`config.mk`:
```
export PLATFORM = sky130hd
export DESIGN_NAME = seq_chunk_adder_ctrl_flat
export DESIGN_NICKNAME = d
export VERILOG_FILES = /design/src/rtl/seq_chunk_adder_ctrl_pkg.sv /design/src/rtl/seq_chunk_adder_ctrl_if.sv /design/src/rtl/seq_chunk_adder_ctrl_rca.sv /design/src/rtl/seq_chunk_adder_ctrl.sv /design/src/flat_wrapper.sv
export SDC_FILE = /design/constraint.sdc
export NUM_CORES = 1
export LEC_CHECK = 0
export BUFFER_PORTS_ARGS = -buffer_cell sky130_fd_sc_hd__buf_2
export CORE_UTILIZATION = 50
export DETAILED_ROUTE_END_ITERATION = 16
export PLACE_DENSITY = 0.73
export SLEW_MARGIN = 0
export SYNTH_ARGS = -nofsm -noshare
export SYNTH_HDL_FRONTEND = slang
export SYNTH_SLANG_ARGS = --single-unit
```
`constraint.sdc`:
```
create_clock -name clk -period 5.8 [get_ports clk]
set_input_delay 0.58 -clock clk [delete_from_list [all_inputs] [get_ports clk]]
set_output_delay 0.58 -clock clk [all_outputs]
set_load 0.01 [all_outputs]
```
`src/rtl/seq_chunk_adder_ctrl_pkg.sv`:
```
// Shared types and elaboration helpers for the chunked add/subtract unit.
// Optional feature macro: BACK_TO_BACK_EN (see seq_chunk_adder_ctrl.sv).
package seq_chunk_adder_ctrl_pkg;

    typedef enum logic [1:0] {
        IDLE,
        RUN,
        DONE
    } state_t;

    function automatic bit width_ok(input int width, input int chunk);
        return (chunk > 0) && (width >= chunk) && (width % chunk == 0);
    endfunction

endpackage

```
`src/rtl/seq_chunk_adder_ctrl_if.sv`:
```
// Operand/result handshake bundle for seq_chunk_adder_ctrl.
// Optional feature macro: BACK_TO_BACK_EN (affects in_ready only).
interface seq_chunk_adder_ctrl_if #(
    parameter int WIDTH = 32
);

    logic             in_valid;
    logic             in_ready;
    logic [WIDTH-1:0] a;
    logic [WIDTH-1:0] b;
    logic             sub;
    logic             out_valid;
    logic             out_ready;
    logic [WIDTH-1:0] sum;
    logic             cout;
    logic             ovf;

    modport master (
        output in_valid, a, b, sub, out_ready,
        input  in_ready, out_valid, sum, cout, ovf
    );

    modport slave (
        input  in_valid, a, b, sub, out_ready,
        output in_ready, out_valid, sum, cout, ovf
    );

endinterface

```
`src/rtl/seq_chunk_adder_ctrl_rca.sv`:
```
// Plain ripple-carry adder, bits wide; the shared datapath of the unit.
// Optional feature macro: BACK_TO_BACK_EN (not used here).
module seq_chunk_adder_ctrl_rca #(
    parameter int bits = 8
) (
    input  logic [bits-1:0] a,
    input  logic [bits-1:0] b,
    input  logic            ci,
    output logic [bits-1:0] s,
    output logic            co
);

    logic [bits:0] c;

    always_comb begin
        c    = '0;
        s    = '0;
        c[0] = ci;
        for (int i = 0; i < bits; i++) begin
            s[i]   = a[i] ^ b[i] ^ c[i];
            c[i+1] = (a[i] & b[i]) | (c[i] & (a[i] ^ b[i]));
        end
    end

    assign co = c[bits];

endmodule

```
`src/rtl/seq_chunk_adder_ctrl.sv`:
```
// Multi-cycle WIDTH-bit add/sub reusing one CHUNK-bit adder, LSB chunk first.
// Define BACK_TO_BACK_EN to allow DONE->RUN on a simultaneous handshake.
module seq_chunk_adder_ctrl
    import seq_chunk_adder_ctrl_pkg::*;
#(
    parameter int WIDTH = 32,
    parameter int CHUNK = 8
) (
    input logic                  clk,
    input logic                  rst,
    seq_chunk_adder_ctrl_if.slave bus
);

    localparam int NCHUNK = WIDTH / CHUNK;
    localparam int IDXW   = (NCHUNK > 1) ? $clog2(NCHUNK) : 1;
    localparam logic [IDXW-1:0] LAST = IDXW'(NCHUNK - 1);

    generate
        if (!width_ok(WIDTH, CHUNK)) begin : g_bad_width
            $error("WIDTH must be a positive multiple of CHUNK");
        end
    endgenerate

    state_t           state, state_n;
    logic [IDXW-1:0]  idx;
    logic             carry;
    logic [WIDTH-1:0] ar, br, res, res_n, sum_q;
    logic             cout_q, ovf_q;
    logic [CHUNK-1:0] s;
    logic             co;
    logic             ld, last;

    seq_chunk_adder_ctrl_rca #(.bits(CHUNK)) u_rca (
        .a  (ar[CHUNK-1:0]),
        .b  (br[CHUNK-1:0]),
        .ci (carry),
        .s  (s),
        .co (co)
    );

`ifdef BACK_TO_BACK_EN
    assign bus.in_ready = (state == IDLE) ||
                          ((state == DONE) && bus.out_ready);
`else
    assign bus.in_ready = (state == IDLE);
`endif

    assign ld    = bus.in_valid & bus.in_ready;
    assign last  = (idx == LAST);
    assign res_n = (res >> CHUNK) | (WIDTH'(s) << (WIDTH - CHUNK));

    always_comb begin
        state_n = state;
        unique case (state)
            IDLE:    if (ld) state_n = RUN;
            RUN:     if (last) state_n = DONE;
            DONE: begin
                if (ld)
                    state_n = RUN;
                else if (bus.out_ready)
                    state_n = IDLE;
            end
            default: state_n = IDLE;
        endcase
    end

    always_ff @(posedge clk) begin
        if (rst) begin
            state  <= IDLE;
            idx    <= '0;
            carry  <= 1'b0;
            ar     <= '0;
            br     <= '0;
            res    <= '0;
            sum_q  <= '0;
            cout_q <= 1'b0;
            ovf_q  <= 1'b0;
        end else begin
            state <= state_n;
            if (ld) begin
                ar    <= bus.a;
                br    <= bus.sub ? ~bus.b : bus.b;
                carry <= bus.sub;
                idx   <= '0;
            end else if (state == RUN) begin
                ar    <= ar >> CHUNK;
                br    <= br >> CHUNK;
                res   <= res_n;
                carry <= co;
                idx   <= idx + 1'b1;
                // carry into the MSB is recovered from its sum bit
                if (last) begin
                    sum_q  <= res_n;
                    cout_q <= co;
                    ovf_q  <= s[CHUNK-1] ^ ar[CHUNK-1] ^ br[CHUNK-1] ^ co;
                end
            end
        end
    end

    assign bus.out_valid = (state == DONE);
    assign bus.sum       = sum_q;
    assign bus.cout      = cout_q;
    assign bus.ovf       = ovf_q;

endmodule

```
`src/flat_wrapper.sv`:
```
// flat-port wrapper written by rule: the top's interface ports become plain ports
module seq_chunk_adder_ctrl_flat import seq_chunk_adder_ctrl_pkg::*;
#(
    parameter int WIDTH = 32,
    parameter int CHUNK = 8
)
  (clk, rst, bus_in_valid, bus_a, bus_b, bus_sub, bus_out_ready, bus_in_ready, bus_out_valid, bus_sum, bus_cout, bus_ovf);
  seq_chunk_adder_ctrl_if #(.WIDTH(WIDTH)) bus_i ();
  input logic clk;
  input logic rst;
  input wire logic [$bits(bus_i.in_valid)-1:0] bus_in_valid;
  input wire logic [$bits(bus_i.a)-1:0] bus_a;
  input wire logic [$bits(bus_i.b)-1:0] bus_b;
  input wire logic [$bits(bus_i.sub)-1:0] bus_sub;
  input wire logic [$bits(bus_i.out_ready)-1:0] bus_out_ready;
  output wire logic [$bits(bus_i.in_ready)-1:0] bus_in_ready;
  output wire logic [$bits(bus_i.out_valid)-1:0] bus_out_valid;
  output wire logic [$bits(bus_i.sum)-1:0] bus_sum;
  output wire logic [$bits(bus_i.cout)-1:0] bus_cout;
  output wire logic [$bits(bus_i.ovf)-1:0] bus_ovf;
  assign bus_i.in_valid = bus_in_valid;
  assign bus_i.a = bus_a;
  assign bus_i.b = bus_b;
  assign bus_i.sub = bus_sub;
  assign bus_i.out_ready = bus_out_ready;
  assign bus_in_ready = bus_i.in_ready;
  assign bus_out_valid = bus_i.out_valid;
  assign bus_sum = bus_i.sum;
  assign bus_cout = bus_i.cout;
  assign bus_ovf = bus_i.ovf;
  seq_chunk_adder_ctrl #(.WIDTH(WIDTH), .CHUNK(CHUNK)) u_core (.clk(clk), .rst(rst), .bus(bus_i));
endmodule
```
==> metrics.txt <==
# hold bufs at CTS=0; root buf cell=clkbuf_8; Post-Route WL=12630 um; Area Growth Syn to Fin=17.56%; final hold violation count=0; Num CTS Buffers=17; Synth Area in Adders=0.03115; largest net degree at the start of global routing=105; # IOs=105; crit path capture type=flip-flop; Reg power frac=0.452; drt drc=0; gr ovfl total=0; Max Cap Viol=0; clock network fraction of total power=0.445; clock buffer depth=2; WHS=0.3237 ns; setup TNS=0 ns; Worst Setup Start Kind=flip-flop; Final period util=0.7689; mux cell area share after synthesis=0.001806; synth top area cells=dfxtp_1, nand2_1, a21oi_1, xor2_1, a311oi_2; DPL Wire Length=8050 um; design area=6516 um^2; Setup Buffers After CTS=0; Avg Cell Area, Syn=8.729 um^2; Critical Path RT=6.22 ns; DP Worst Slack=1.305 ns; initial antenna violation count=0; logic gate share of total power=0.103; final setup fails=0; Area after DPL=6000 um^2; switching share of power=0.2540; worst slew pin tran=1.239 ns; n_diodes=0; later-pin clock latency in the skew report=0.52 ns; Hold Path Class=in -> reg; area leader, netlist=dfxtp_1; Placement Rows=38; Synth Area in XOR/XNOR=0.05688; Cell Area, Synth=5543 um^2; Clock Sinks=127; Die Span Y=107.3 um; Crit Path Max Fanout=3; Initial DRC Count=347; Reg clk slew, reported paths=0.06 ns; Synth warnings=0; IO Port Bufs=104; crit path DAT=4.88 ns; H-tree depth=4; layout cells sized above 1=0.2322; Core Util, Final=0.6011; synth unique cells=35; Power Dens Cells=321.1 nW/um^2; DR vias=4636; Synth Area in Simple Gates=0.1621; Final WS setup=1.340 ns; vias per inst=5.422; RSZ-0062 raised after global routing=no; sequential fraction of the synthesis area=0.4587; Fmax achieved=0.2242 GHz; CP Class=reg -> reg; fin. max-slew vios=0; global-route wire length before repair=20760 um; Resize count post-CTS=0; Die Area=11510 um^2; VDD IR max=0.1759 mV; Leak=2.543 nW; drt pass-1 iters=4; Int Pwr=1.561 mW; clock skew=0.006346 ns; DRT antenna net count=0; Die W=107.3 um; fillcell total=977; Initial Util=0.5113; largest family of logic cells by synthesized area=compound AO/OA/AOI/OAI gates; P_sw=531.5 uW; minimum clock period=4.460 ns; Slew HR=0.1717; Core Box Area=10840 um^2; number of global-route vias before repair=4330; placer congestion estimate=0.7803; Final nets=782; GRT Overall Usage=0.2306; post-synth top area share=0.4587; Synth Area in Compound Gates=0.2291; TritonCTS clock tree=done; WL/cell=14.77 um; register bit count reported by yosys=127; Cells after Synth=635; syn_nets=713; status=finished, final reports clean
[flip-flops by register name, summed over array words and instances (netlist names)]
register,flops
u_core.ar,32
u_core.br,32
u_core.bus.sum,32
u_core.res,24
u_core.idx,2
u_core.state,2
u_core.bus.cout,1
u_core.bus.ovf,1
u_core.carry,1
[synth_stat cells]
cell type	number
a211oi_1	7
a21oi_1	86
a221oi_1	1
a22oi_1	24
a311oi_2	16
and3b_1	1
buf_1	1
buf_2	30
buf_4	2
buf_6	3
clkbuf_1	23
dfxtp_1	127
fa_1	8
ha_1	1
inv_1	12
mux2i_1	1
nand2_1	144
nand2b_1	2
nand3_1	8
nand3b_1	9
nor2_1	41
nor2_2	1
nor2b_1	4
nor3_1	2
nor3b_4	1
o21a_1	1
o21ai_0	8
o21ba_2	1
o221a_1	1
o221a_2	7
o2bb2ai_1	24
or2_1	1
or3b_1	1
xnor2_1	2
xor2_1	34
[power by group through the flow]
stage	clock (mW)	combinational, mW	sequential [mW]
after floorplan	0	0.161	0.954
after global placement	0	0.208	0.961
after detailed placement	0	0.214	0.963
after CTS	0.944	0.216	0.944
after global routing	0.980	0.239	0.949
final	0.932	0.215	0.945
[cell usage in the layout, fill, tap and decap left out, types with 2 or more instances in the layout]
cell type  instances
nand2_1          144
dfxtp_1          127
buf_2            103
a21oi_1           86
nor2_1            41
xor2_1            34
a22oi_1           24
o2bb2ai_1         24
a311oi_2          16
clkbuf_16         16
inv_1             12
nand3b_1           9
o21ai_0            8
nand3_1            8
fa_1               8
a211oi_1           7
o221a_2            7
clkinv_2           7
buf_4              6
nor2b_1            3
clkinv_4           3
nor3_1             2
xnor2_1            2
[worst max-delay path, stage by stage, from the launching register on]
cell	delay (ns)
dfxtp_1	0.32
fa_1	0.47
fa_1	0.49
fa_1	0.47
fa_1	0.46
fa_1	0.46
fa_1	0.42
inv_1	0.09
fa_1	0.21
fa_1	0.45
xor2_1	0.19
xnor2_1	0.12
a211oi_1	0.22
[final cells by class]
class / count / area, um^2 / share of cell area
Multi-Input combinational cell: 437 / 2676 / 0.4107
Sequential cell: 127 / 2542 / 0.3902
Timing Repair Buffer: 109 / 560.5 / 0.08602
Clock buffer: 18 / 417.9 / 0.06413
Tap cell: 140 / 175.2 / 0.02688
Clock inverter: 12 / 98.84 / 0.01517
Inverter: 12 / 45.04 / 0.006912
[routing by layer]
| metal | wire length, um | part of all wire | GRT usage | up-vias |
|---|---|---|---|---|
| met5 | 0 | 0 | 0 | - |
| met4 | 299 | 0.024 | 0.09589 | 0 |
| met3 | 505 | 0.040 | 0.05508 | 24 |
| met2 | 6126 | 0.48 | 0.3756 | 117 |
| met1 | 5701 | 0.45 | 0.2926 | 2192 |
| li1 | - | - | - | 2303 |
[through the flow]
step,power (mW),cells
global placement,1.169,825
detailed placement,1.177,825
finish,2.093,855
floorplan,1.115,635
global route,2.169,855
CTS,2.104,855
[worst paths after layout]
path / from / cells after the start / endpoint / slack, ns
hold / removal: bus_a[28] / 3 / u_core.ar[28]$_SDFFE_PP0P_ / 0.32
hold reg to reg: u_core.res[9]$_SDFFE_PP0P_ / 2 / u_core.bus.sum[1]$_SDFFE_PP0P_ / 0.45
setup reg to reg: u_core.br[0]$_SDFFE_PP0P_ / 12 / u_core.bus.ovf$_SDFFE_PP0P_ / 1.34
setup / recovery: u_core.br[0]$_SDFFE_PP0P_ / 12 / u_core.bus.ovf$_SDFFE_PP0P_ / 1.34
[kinds of logic (layout without fill, tap and decap cells)]
kind of cell	Yosys count	count (layout)
AOI/OAI and AO/OA	176	176
xor gates and xnor gates	36	36
adders and majority gates	9	9
buffers and inverters	71	151
DFF	127	127
muxes	1	1
and+or+nand+nor	215	215
No activity file was read; power rests on OpenSTA's default activity.
